[src/rtl/mem_cycle_pkg.sv]
// Shared types and limits for the async-SRAM bus cycle controller.
package mem_cycle_pkg;

  typedef enum logic [2:0] {
    IDLE    = 3'd0,
    LATCH   = 3'd1,
    ACCESS  = 3'd2,
    NEXT    = 3'd3,
    RECOVER = 3'd4
  } state_t;

  typedef enum logic {
    READ  = 1'b0,
    WRITE = 1'b1
  } op_t;

  localparam int MAX_WAIT_STATES = 15;

endpackage

[src/rtl/cycle_wait_cnt.sv]
// Loadable 4-bit down-counter with zero flag; holds at zero.
module cycle_wait_cnt (
  input  logic       clk,
  input  logic       reset,
  input  logic       load,
  input  logic [3:0] load_val,
  input  logic       dec,
  output logic       zero
);

  logic [3:0] cnt;

  always_ff @(posedge clk or posedge reset) begin
    if (reset) begin
      cnt <= 4'd0;
    end else if (load) begin
      cnt <= load_val;
    end else if (dec && cnt != 4'd0) begin
      cnt <= cnt - 4'd1;
    end
  end

  assign zero = (cnt == 4'd0);

endmodule

[src/rtl/mem_cycle_ctrl.sv]
// Async-SRAM read/write burst cycle sequencer with programmable wait states.
// Define MEM_CYCLE_WRITE_EN to enable the write path; otherwise read-only.
module mem_cycle_ctrl
  import mem_cycle_pkg::*;
#(
  parameter int WAIT_STATES = 1,
  parameter int BURST_W     = 4
) (
  input  logic               clk,
  input  logic               reset,
  input  logic               read,
  input  logic               write,
  input  logic [BURST_W-1:0] burst_len,
  output logic               latch,
  output logic               count,
  output logic               not_ce,
  output logic               not_oe,
  output logic               not_we,
  output logic               reading,
  output logic               writing,
  output logic               strobe,
  output logic               busy,
  output logic               done
);

  localparam int WS = (WAIT_STATES > MAX_WAIT_STATES) ? MAX_WAIT_STATES : WAIT_STATES;
  localparam logic [3:0] WAIT_INIT = 4'(WS);

  state_t             state, state_nxt;
  logic [BURST_W-1:0] beat;
  logic               wait_load, wait_dec, wait_zero;
  logic               wr_req, is_write, in_txn;

`ifdef MEM_CYCLE_WRITE_EN
  op_t op;

  assign wr_req = write;

  always_ff @(posedge clk or posedge reset) begin
    if (reset) begin
      op <= READ;
    end else if (state == IDLE && (read || write)) begin
      op <= read ? READ : WRITE;
    end
  end

  assign is_write = (op == WRITE);
`else
  logic unused_write;
  assign unused_write = write;
  assign wr_req       = 1'b0;
  assign is_write     = 1'b0;
`endif

  always_ff @(posedge clk or posedge reset) begin
    if (reset) begin
      state <= IDLE;
      beat  <= '0;
    end else begin
      state <= state_nxt;
      if (state == IDLE && (read || wr_req)) begin
        beat <= burst_len;
      end else if (state == NEXT && beat != '0) begin
        beat <= beat - BURST_W'(1);
      end
    end
  end

  cycle_wait_cnt u_wait (
    .clk      (clk),
    .reset    (reset),
    .load     (wait_load),
    .load_val (WAIT_INIT),
    .dec      (wait_dec),
    .zero     (wait_zero)
  );

  always_comb begin
    state_nxt = state;
    wait_load = 1'b0;
    wait_dec  = 1'b0;
    case (state)
      IDLE:    if (read || wr_req) state_nxt = LATCH;
      LATCH: begin
        wait_load = 1'b1;
        state_nxt = ACCESS;
      end
      ACCESS: begin
        if (wait_zero) state_nxt = (beat == '0) ? RECOVER : NEXT;
        else           wait_dec  = 1'b1;
      end
      NEXT: begin
        wait_load = 1'b1;
        state_nxt = ACCESS;
      end
      RECOVER: state_nxt = IDLE;
      default: state_nxt = IDLE;
    endcase
  end

  // Moore decode: every output depends only on registered state/op/counter.
  assign in_txn  = (state == LATCH) || (state == ACCESS) || (state == NEXT);
  assign latch   = (state == LATCH);
  assign count   = (state == NEXT);
  assign not_ce  = !((state == ACCESS) || (state == NEXT));
  assign not_oe  = !((state == ACCESS) && !is_write);
  assign not_we  = !((state == ACCESS) && is_write);
  assign reading = in_txn && !is_write;
  assign writing = in_txn && is_write;
  assign strobe  = (state == ACCESS) && wait_zero;
  assign busy    = (state != IDLE);
  assign done    = (state == RECOVER);

endmodule

[config.mk]
export PLATFORM = sky130hd
export DESIGN_NAME = mem_cycle_ctrl
export DESIGN_NICKNAME = d
export VERILOG_FILES = /design/src/rtl/mem_cycle_pkg.sv /design/src/rtl/cycle_wait_cnt.sv /design/src/rtl/mem_cycle_ctrl.sv
export SDC_FILE = /design/constraint.sdc
export NUM_CORES = 1
export LEC_CHECK = 0
export CORE_UTILIZATION = 44
export CTS_BUF_LIST = sky130_fd_sc_hd__clkbuf_4
export DETAILED_ROUTE_END_ITERATION = 8
export MAX_ROUTING_LAYER = met4
export PLACE_DENSITY = 0.8
export REMOVE_ABC_BUFFERS = 1
export SYNTH_ARGS = -nofsm -noshare
export SYNTH_HDL_FRONTEND = slang
export SYNTH_SLANG_ARGS = --single-unit
[constraint.sdc]
create_clock -name clk -period 1.4 [get_ports clk]
set_clock_uncertainty 0.05 [all_clocks]
set_input_delay 0.14 -clock clk [delete_from_list [all_inputs] [get_ports clk]]
set_output_delay 0.14 -clock clk [all_outputs]
set_load 0.05 [all_outputs]
==> flow_summary.json, run 1 <==
{
  "endpoint_type": "output port",
  "outcome": "did not finish",
  "netlist_area_sq_um": 706,
  "syn-mean-instance-area_sq_um": 8.61,
  "die_w_microns": 42.0,
  "stop_stage": "global routing",
  "port_buffers": 14,
  "tool.error": "[ERROR DPL-0033] detailed placement checks failed during check placement.",
  "yosysUniqueCellTypes": 31,
  "start_util_pct": 46.8,
  "clockBufferDepth": 2,
  "grt-worst-endpoint": "strobe",
  "antenna_found_initial": 0,
  "ys_seq_area_share_pct": 39.0,
  "io_pins": 18,
  "htree_levels": 1,
  "ctsHoldBuffers": 0,
  "cts-root-buf": "clkbuf_4",
  "ys_seq_elements": 11,
  "place_congestion": 0.874,
  "synth_warnings": 0,
  "grt_max_degree": 12,
  "syn_inst": 82,
  "dp_hpwl_microns": 1350,
  "fp-row-count": 14,
  "numCtsBuffers": 3,
  "clock-sinks": 11,
  "placedCellCount": 128,
  "die_h_microns": 42.0
}
cells by family after synthesis:
kind of cell	Yosys count	share of synthesized area (%)
other	2	1.06
DFF	11	39.0
and+or+nand+nor	33	28.7
adders and majority gates	3	5.32
muxes	2	2.84
AOI/OAI and AO/OA	15	12.8
buffers and inverters	16	10.3
synthesized netlist by cell type:
cell type	number	area share, %
a21oi_1	3	2.1
a22o_1	1	1.2
a311oi_1	1	1.2
a31oi_1	4	3.5
and2_1	1	0.89
buf_2	1	0.71
buf_4	3	3.2
clkbuf_1	2	1.1
conb_1	2	1.1
dfrtp_1	11	39
ha_1	3	5.3
inv_1	10	5.3
mux2i_1	2	2.8
nand2_1	3	1.6
nand2b_1	2	1.8
nand3_1	4	2.8
nand3b_1	1	1.1
nand4b_1	1	1.2
nor2_1	6	3.2
nor2b_1	1	0.89
nor3_1	4	2.8
nor3b_1	2	2.1
nor3b_2	1	1.8
nor4b_1	1	1.2
o211ai_1	1	1.1
o21ai_0	5	3.5
or3_1	2	1.8
or3b_1	1	1.2
or3b_2	1	1.2
or4_1	1	1.1
or4b_4	1	1.9
timing repair:
action / CTS
resized for setup: 45
gates cloned: 0
endpoints found under the setup margin: 18
pin swaps: 10
setup buffers: 11
through the flow:
stage                     area [sq um]  hold WS, ns  setup slack (ns)  setup TNS [ns]
after floorplan                    671      -0.0576            -0.608           -1.61
after global placement            1050        0.419            -0.166           -1.45
after detailed placement          1050        0.420            -0.244           -1.94
after CTS                         1330        0.120            -0.321           -2.73
==> inputs of run 2 (changes only) <==
CORE_AREA = 2 2 63 65   (was not set)
CORE_UTILIZATION = not set   (was 44)
CTS_BUF_LIST = not set   (was sky130_fd_sc_hd__clkbuf_4)
DIE_AREA = 0 0 65 67   (was not set)
MAX_ROUTING_LAYER = not set   (was met4)
PLACE_DENSITY = not set   (was 0.8)
PLACE_DENSITY_LB_ADDON = 0.15   (was not set)
clock period = 1.8 ns   (was 1.4 ns; I/O delays follow)
==> flow_summary.json, run 2 <==
{
  "powerDensity_mw_per_mm2": 1440,
  "antenna_cells": 0,
  "drtPass1Iterations": 3,
  "fin_cells": 149,
  "clk_latency_ns": 0.24,
  "post-route-util_pct": 28.7,
  "critPathBufInv": 2,
  "peakVddDrop_mv": 0.682,
  "crit_fanout": 3,
  "outcome": "completed",
  "nets": 113,
  "start_kind": "flop",
  "numCtsBuffers": 3,
  "yosysUniqueCellTypes": 31,
  "clk_pin_slew_ns": 0.06,
  "wl_per_cell_microns": 12.3,
  "async_reset_ff_share_pct": 100,
  "synth_warnings": 0,
  "criticalPathCategory": "flop to primary output",
  "grt.overflow.total": 0,
  "die_h_microns": 67,
  "rsz0062_at_grt": "yes",
  "rrSetupSlack_ns": 0.14,
  "critPathCaptureType": "primary output",
  "r2r_cells": 5,
  "grt_pass1_wl_microns": 2930,
  "final_max_slew_viol_count": 0,
  "coreArea_sq_mm": 0.00361,
  "fmaxAchievable_mhz": 565,
  "critical_path.slowest_cell": "dfrtp_1",
  "maxCapViolations": 0,
  "ys_seq_area_share_pct": 39.0,
  "start_util_pct": 19.6,
  "yosysTopAreaCell": "dfrtp_1",
  "port_buffers": 14,
  "cts-root-buf": "clkbuf_8",
  "dp_hpwl_microns": 1270,
  "netlist_area_sq_um": 706,
  "cpPeakStageDelay_ns": 0.39,
  "mostFrequentLayoutCells": "dfrtp_1 (11), buf_4 (10), inv_1 (8)",
  "arrival_ns": 1.54,
  "antenna_found_initial": 0,
  "drive_gt1_share_pct": 26.7,
  "hold_class": "input pin to async pin",
  "synth_edf_count": 0,
  "clockBufferDepth": 2,
  "cts_tree": "done",
  "synth_top_area_share_pct": 39.0,
  "syn-mean-instance-area_sq_um": 8.61,
  "drc": 0,
  "wirelength_microns": 1830,
  "grtUsageTotal_pct": 8.94,
  "synthFlopType": "dfrtp_1",
  "synthToLayoutAreaGrowth_pct": 46.8,
  "ys_top_cells_by_area": "dfrtp_1 (39%), ha_1 (5.3%), inv_1 (5.3%)",
  "reg2reg_to": "state[1]$_DFFE_PP0P_",
  "post-synth-top-count-cell": "dfrtp_1",
  "syn_inst": 82,
  "first_global_vias": 632,
  "die_w_microns": 65,
  "drt_iter0_markers": 42,
  "hold_violations": 0,
  "crit_chain": "inv_2 -> ha_4 -> or3b_4 -> nor2_4 -> buf_12",
  "ys_seq_elements": 11,
  "setup_viol": 0,
  "holdWs_ns": 0.203,
  "grt_max_degree": 12,
  "fin_area_sq_mm": 0.00104,
  "htree_levels": 1,
  "die_area_sq_mm": 0.00436,
  "fin_crit_ns": 1.77,
  "p_leak_nw": 0.459,
  "placedCellCount": 142,
  "period_share_pct": 98.4,
  "path_delay_family": "simple AND/OR/NAND/NOR gates",
  "vias": 635,
  "route.antenna.remaining_nets": 0,
  "place_congestion": 0.860,
  "clock-sinks": 11,
  "io_pins": 18,
  "reg_top3": "beat (4), u_wait.cnt (4), state (3)",
  "total_power_mw": 1.49,
  "worst_r2r_startpoint": "beat[0]$_DFFE_PP0P_",
  "placed_cell_area_sq_um": 943,
  "critical_path_required_ns": 1.57,
  "ctsHoldBuffers": 0,
  "final_common_cell": "dfrtp_1",
  "viasPerCell": 4.26,
  "synthTopCellsByCount": "dfrtp_1 (11), inv_1 (10), nor2_1 (6)",
  "fp-row-count": 22
}
## run 2: worst max path at each step
stage	start	endpoint	slack [ns]	cells past startpoint
2_1_floorplan	state[1]$_DFFE_PP0P_	strobe	-0.25	3
6_report	u_wait.cnt[0]$_DFFE_PP0P_	strobe	0.03	5
4_1_cts	u_wait.cnt[1]$_DFFE_PP0P_	strobe	0.01	5
3_3_place_gp	beat[0]$_DFFE_PP0P_	state[1]$_DFFE_PP0P_	0.14	5
5_1_grt	u_wait.cnt[0]$_DFFE_PP0P_	strobe	-0.007	5
3_5_place_dp	beat[0]$_DFFE_PP0P_	state[1]$_DFFE_PP0P_	0.13	5
## run 2: where the power goes
group	total, mW	switching [mW]	internal [mW]	leakage (nW)
Clock	0.260	0.104	0.156	0.0228
Sequential	0.462	0.112	0.350	0.131
Combinational	0.771	0.408	0.362	0.305
## run 2: area by class of cell
class / instances / area, sq um
well taps: 48 / 60.1
fillers: 389 / 2570
flip-flops and latches: 11 / 275
clock buffers: 4 / 45.0
inverters: 10 / 37.5
multi-input cells: 55 / 383
repair buffers: 21 / 235
## run 2: what timing repair did
item	in CTS	in global routing
endpoints found under the setup margin	1	2
pin swaps	1	1
setup buffers	0	3
gates resized for setup	4	4
## run 2: kinds of logic (layout without fill, tap and decap cells)
family	count (synthesis)	in the layout	synth area share, %
AO/OA/AOI/OAI	15	15	12.8
adder cells (fa/ha/maj)	3	3	5.32
buffers and inverters	16	35	10.3
flip-flops	11	11	39.0
multiplexers	2	2	2.84
other	2	2	1.06
AND/OR/NAND/NOR	33	33	28.7
## run 2: through the flow
step,setup slack [ns],setup TNS (ns)
after CTS,0.0113,0
after global placement,0.143,0
after detailed placement,0.128,0
after global routing,-0.00713,-0.00713
final,0.0297,0
after floorplan,-0.248,-0.248
## run 2: metal layers
metal  vias up  share of wire, %  track usage (%)
li1        318                 -                -
met1       301                47             10.9
met2        12                47             15.2
met3         4               4.4             3.21
met4         0               1.7             1.60
met5         -                 0                0
(Power assumes the default switching activity.)
